[src/rtl/counter_subtractor.sv]
// Sequential subtractor: two down-counters run in lockstep until one reaches zero.
// The survivor (or its two's complement) is the result a - b mod 2^WIDTH.
module counter_subtractor #(
   parameter int WIDTH = 4
) (
   input  logic             clk,
   input  logic             reset,
   input  logic             start,
   input  logic [WIDTH-1:0] a,
   input  logic [WIDTH-1:0] b,
   output logic             busy,
   output logic             done,
   output logic [WIDTH-1:0] diff,
   output logic             borrow
);

   typedef enum logic [1:0] {
      IDLE = 2'd0,
      RUN  = 2'd1,
      DONE = 2'd2
   } state_t;

   state_t           r_state;
   logic [WIDTH-1:0] r_cnt1;
   logic [WIDTH-1:0] r_cnt2;
   logic [WIDTH-1:0] r_diff;
   logic             r_borrow;
   logic             w_both_nz;

   function automatic logic [WIDTH-1:0] negate(input logic [WIDTH-1:0] v);
      return ~v + WIDTH'(1);
   endfunction

   assign w_both_nz = (r_cnt1 != '0) && (r_cnt2 != '0);

   always_ff @(posedge clk or negedge reset) begin
      if (!reset) begin
         r_state  <= IDLE;
         r_cnt1   <= '0;
         r_cnt2   <= '0;
         r_diff   <= '0;
         r_borrow <= 1'b0;
      end else begin
         case (r_state)
            IDLE: begin
               if (start) begin
                  r_cnt1  <= a;
                  r_cnt2  <= b;
                  r_state <= RUN;
               end
            end
            RUN: begin
               if (w_both_nz) begin
                  r_cnt1 <= r_cnt1 - WIDTH'(1);
                  r_cnt2 <= r_cnt2 - WIDTH'(1);
               end else begin
                  // cnt1 left over means a >= b; cnt2 left over means a - b wrapped negative
                  if (r_cnt2 == '0) begin
                     r_diff   <= r_cnt1;
                     r_borrow <= 1'b0;
                  end else begin
                     r_diff   <= negate(r_cnt2);
                     r_borrow <= 1'b1;
                  end
                  r_state <= DONE;
               end
            end
            DONE:    r_state <= IDLE;
            default: r_state <= IDLE;
         endcase
      end
   end

   assign busy   = (r_state != IDLE);
   assign done   = (r_state == DONE);
   assign diff   = r_diff;
   assign borrow = r_borrow;

endmodule
[config.mk]
export PLATFORM = sky130hd
export DESIGN_NAME = counter_subtractor
export DESIGN_NICKNAME = d
export VERILOG_FILES = /design/src/rtl/counter_subtractor.sv
export SDC_FILE = /design/constraint.sdc
export NUM_CORES = 1
export LEC_CHECK = 0
export ABC_AREA = 0
export CAP_MARGIN = 20
export CELL_PAD_IN_SITES_DETAIL_PLACEMENT = 1
export CELL_PAD_IN_SITES_GLOBAL_PLACEMENT = 1
export CORE_ASPECT_RATIO = 0.8
export CORE_MARGIN = 2
export CORE_UTILIZATION = 41
export DETAILED_ROUTE_END_ITERATION = 7
export PLACE_DENSITY = 0.84
export SLEW_MARGIN = 20
export SYNTH_ARGS = -nofsm -noshare
export SYNTH_HDL_FRONTEND = slang
export SYNTH_SLANG_ARGS = --single-unit
[constraint.sdc]
create_clock -name clk -period 4.76 [get_ports clk]
set_input_delay 0.714 -clock clk [delete_from_list [all_inputs] [get_ports clk]]
set_output_delay 0.714 -clock clk [all_outputs]
set_load 0.01 [all_outputs]
# Word-level counts from Yosys, hierarchy flattened
# Index checks and enable logic that the tools add are counted.
# totals
inputBits	11
reg_bits	15
word_cells	36
output_inout_bits	7
# classes
n_reduce_logical	10
add_sub_neg	3
muxes	11
n_eq_ne	5
n_bitwise	2
# op_table
cell	count
$mux 4	5
$pmux 4 s2	2
$reduce_bool 4->1	2
$sub 4x1->4 const B	2
$ne 2x2->1 const B	3
$add 4x1->4 const B	1
$logic_not 4->1	1
$mux 2	2
$not 4->4	1
$pmux 2 s2	1
$reduce_and 2->1	2
$reduce_bool 2->1	2
$reduce_and 3->1	1
$eq 2x1->1 const B	1
$eq 2x2->1 const B	1
$logic_not 2->1	1
$logic_and 1x1->1	1
$mux 1	1
$not 1->1	1

# Longest topological paths before layout
# depth
word_depth	4
depth_mapped	6
depth_no_buf	5

# Least setup slack after synthesis
# No wires, ideal clock.
# synth_path
kind	register -> register
start	register r_cnt2[0]
end	register r_diff[0], in the netlist diff[0]
path_slack_ns	2.930
period_less_slack_ns	1.830
required_time_ns	4.635
arrival_ns	1.706
n_path_buf	1
path_stages_with_launch	7
setup_ns	0.125
cell_sequence	dfrtp_1 > inv_1 > ha_1 > or3b_1 > buf_6 > a21oi_4 > mux2_2
# synth_via
elab_chain_cells	4
elab_cells_between_ends	8
cone_classes	1 x add/sub; 1 x mux; 2 x bitwise; 4 x reduce/logical
# synth_rtl
item	line	source
start: declaration	25	logic [WIDTH-1:0] r_cnt2;
start signal: assignment	55	r_cnt2 <= r_cnt2 - WIDTH'(1);
parallel branches: the longest is 4 deep, another holds $add 4x1->4	--	
end signal: assignment	59	r_diff <= r_cnt1;
end signal: assignment	62	r_diff <= negate(r_cnt2);
end: declaration	26	logic [WIDTH-1:0] r_diff;
# Parallel ways; which one is timed is not known.
# A chain may end at the register's enable or synchronous reset.

# Worst setup path in the final report
# layout_path
start	register r_state[0]
end	output busy
# layout_via
elab_chain_cells	1
# layout_rtl
item	line	source
start: declaration	23	state_t r_state;
start signal: assignment	38	r_state <= IDLE;
start signal: assignment	49	r_state <= RUN;
start signal: assignment	65	r_state <= DONE;
$reduce_bool 2->1	74	assign busy = (r_state != IDLE);
end: declaration	11	output logic busy,
# No other way between the ends.

==> flow_metrics.env <==
export IMPL_status="finished, final reports clean"
export IMPL_grt_pass1_wl_um=3981
export IMPL_area_growth_pct=22.05
export IMPL_boundaryPins=18
export IMPL_start_util=0.4254
export IMPL_yosys_warnings=0
export IMPL_power_density_nw_per_um2=691.3
export IMPL_cellLeakagePower_nw=0.4314
export IMPL_postCtsSetupBuffers=0
export IMPL_critPathMaxStageDelay_ns=0.47
export IMPL_fin_setup_tns_ns=0
export IMPL_crit_start="r_state[0]$_DFFE_PN0P_"
export IMPL_synth_cells=88
export IMPL_seq_area_frac_synth=0.4161
export IMPL_clkLatencyLatePin_ns=0.29
export IMPL_slew_viol_final=0
export IMPL_drc=0
export IMPL_grt_use_total=0.2113
export IMPL_ant_nets=0
export IMPL_die_h_um=45.96
export IMPL_syn_area_um2=902.1
export IMPL_cts_sinks=15
export IMPL_first_pass_iters=4
export IMPL_wl_per_cell_um=18.82
export IMPL_routed_wirelength_um=2428
export IMPL_dieWidth_um=56.45
export IMPL_timing_slew_headroom=0.5336
export IMPL_nets=118
export IMPL_crit_slowest_cell="clkdlybuf4s50_1"
export IMPL_yosysTopAreaCell="dfrtp_1"
export IMPL_crit_path_end_kind="output port"
export IMPL_post_route_period_util=0.4723
export IMPL_first_global_vias=790
export IMPL_max_freq_mhz=444.8
export IMPL_vias=792
export IMPL_fillerInstances=252
export IMPL_clockRootBuffer="clkbuf_4"
export IMPL_ir_drop_uv=300.7
export IMPL_core_area_um2=2121
export IMPL_clkTransAtPathRegs_ns=0.09
export IMPL_period_needed_ns=2.248
export IMPL_cts_buffers=3
export IMPL_final_hold_viol_count=0
export IMPL_synthArstFlopShare=1.000
export IMPL_synth_avg_cell_area_um2=10.25
export IMPL_worstPathRequired_ns=4.05
export IMPL_htreeDepth=1
export IMPL_multi_input_area_um2=479.2
export IMPL_yosys_top_cells_area="dfrtp_1 42%, mux2_2 6.2%, mux2i_1 4.4%"
export IMPL_rsz0062_at_grt="false"
export IMPL_clockBufferDepth=2
export IMPL_cp_cell_sequence="or2_2, clkdlybuf4s50_1"
export IMPL_setup_viol=0
export IMPL_cts_tree="yes"
export IMPL_clock_skew_final_ns=0.0005417
export IMPL_crit_type="register to output port"
export IMPL_ys_types=34
export IMPL_cap_violations=0
export IMPL_cts_resized=0
export IMPL_crit_path_start_kind="register"
export IMPL_port_buffer_count=17
export IMPL_min_from="diff[3]$_DFFE_PN0P_"
export IMPL_holdBufCountCts=0
export IMPL_vias_per_cell=6.140
export IMPL_tightestPinTransition_ns=0.6975
export IMPL_hold_path_class="register to register"
export IMPL_synth_top_cell_area_share=0.4161
export IMPL_globalplace_congestion=0.7967
export IMPL_layout_common_cells="17 x clkdlybuf4s50_1, 15 x dfrtp_1, 8 x nor3_1"
export IMPL_fp_dieArea_um2=2594
export IMPL_grt_max_degree=16
export IMPL_drive_above_1_share=0.1346
export IMPL_regArea_um2=375.4
export IMPL_path_max_fanout=6
export IMPL_final_common_cell="clkdlybuf4s50_1"
export IMPL_whs_ns=0.5143
export IMPL_overflow=0
export IMPL_rows=15
export IMPL_n_antenna_cell=0
export IMPL_synth_edff_count=0
export IMPL_syn_nets=101
export IMPL_antenna_found_initial=0
export IMPL_ys_ff_latch=15
export IMPL_r2r_start="r_cnt2[0]$_DFFE_PN0P_"
export IMPL_cp_arrival_ns=1.53
export IMPL_ys_flop_type="dfrtp_1"
export IMPL_drtIter0Drc=16
export IMPL_dpl_hpwl_um=1822
==> cell usage after synthesis (2+ instances only) <==
master,instances
a21oi_1,6
a221oi_1,2
nand2_1,2
nor3b_1,2
mux2i_1,4
buf_2,2
inv_1,5
dfrtp_1,15
nand2b_1,2
o21ai_0,2
o32ai_1,4
nor3b_2,2
ha_1,2
mux2_2,5
or3b_1,2
nor2_1,2
a311oi_1,2
nor2b_1,3
clkbuf_1,2
nor3_1,8
==> critical path, delay by kind of cell (launching register included) <==
kind	cells	cell delay (ns)
buffers and inverters	1	0.47
DFF	1	0.45
and+or+nand+nor	1	0.31
==> registers in the layout, summed over array words and instances (netlist names) <==
name     count
r_cnt1       4
diff         4
r_cnt2       4
borrow       1
r_state      2
==> metrics by stage <==
stage / utilization / setup slack, ns / cell area [µm²] / total power (W) / cells
after floorplan: - / 2.930 / 902.1 / 0.0005402 / 88
after global placement: 0.5068 / 2.537 / 1075 / 0.0006505 / 125
after detailed placement: 0.5068 / 2.396 / 1075 / 0.0006875 / 125
after CTS: 0.5192 / 2.503 / 1101 / 0.0007656 / 129
after global routing: 0.5192 / 2.458 / 1101 / 0.0008189 / 129
final: 0.5192 / 2.512 / 1101 / 0.0007612 / 129
==> kinds of logic (layout without fill, tap and decap cells) <==
family                   count (synthesis)  count (layout)  share of synthesized area
AND/OR/NAND/NOR                         31              31                     0.2247
buffers and inverters                   10              26                    0.05271
adder cells (fa/ha/maj)                  2               2                    0.02773
AO/OA/AOI/OAI                           21              21                     0.1720
multiplexers                             9               9                     0.1068
flip-flops                              15              15                     0.4161
==> cell type report <==
class	count	area share
Clock buffer	4	0.02386
Inverter	5	0.01705
Multi-Input combinational cell	63	0.4352
Sequential cell	15	0.3409
Tap cell	25	0.02841
Timing Repair Buffer	17	0.1545
==> path summary, 6_finish.rpt <==
kind | to | cells after the start | slack [ns]
max in group asynchronous | r_state[1]$_DFFE_PN0P_ | 1 | 3.49
min reg2reg | diff[3]$_DFFE_PN0P_ | 1 | 0.51
min | diff[3]$_DFFE_PN0P_ | 1 | 0.51
min in group asynchronous | r_cnt1[3]$_DFFE_PN0P_ | 1 | 0.83
max | busy | 2 | 2.51
max reg2reg | diff[0]$_DFFE_PN0P_ | 5 | 2.64
==> where the power goes <==
group	switching, W	leakage, nW	internal (W)
Combinational	0.000203	0.239	0.000204
Clock	0.0000445	0.0150	0.0000327
Sequential	0.0000838	0.177	0.000193
==> layer usage <==
metal | share of wire | GRT usage | vias to the layer above
met1 | 0.43 | 0.2531 | 393
met3 | 0.055 | 0.07102 | 6
li1 | - | - | 366
met4 | 0.016 | 0.05714 | 0
met5 | 0 | 0 | -
met2 | 0.49 | 0.3698 | 27
Power figures use the tool's default switching activity.
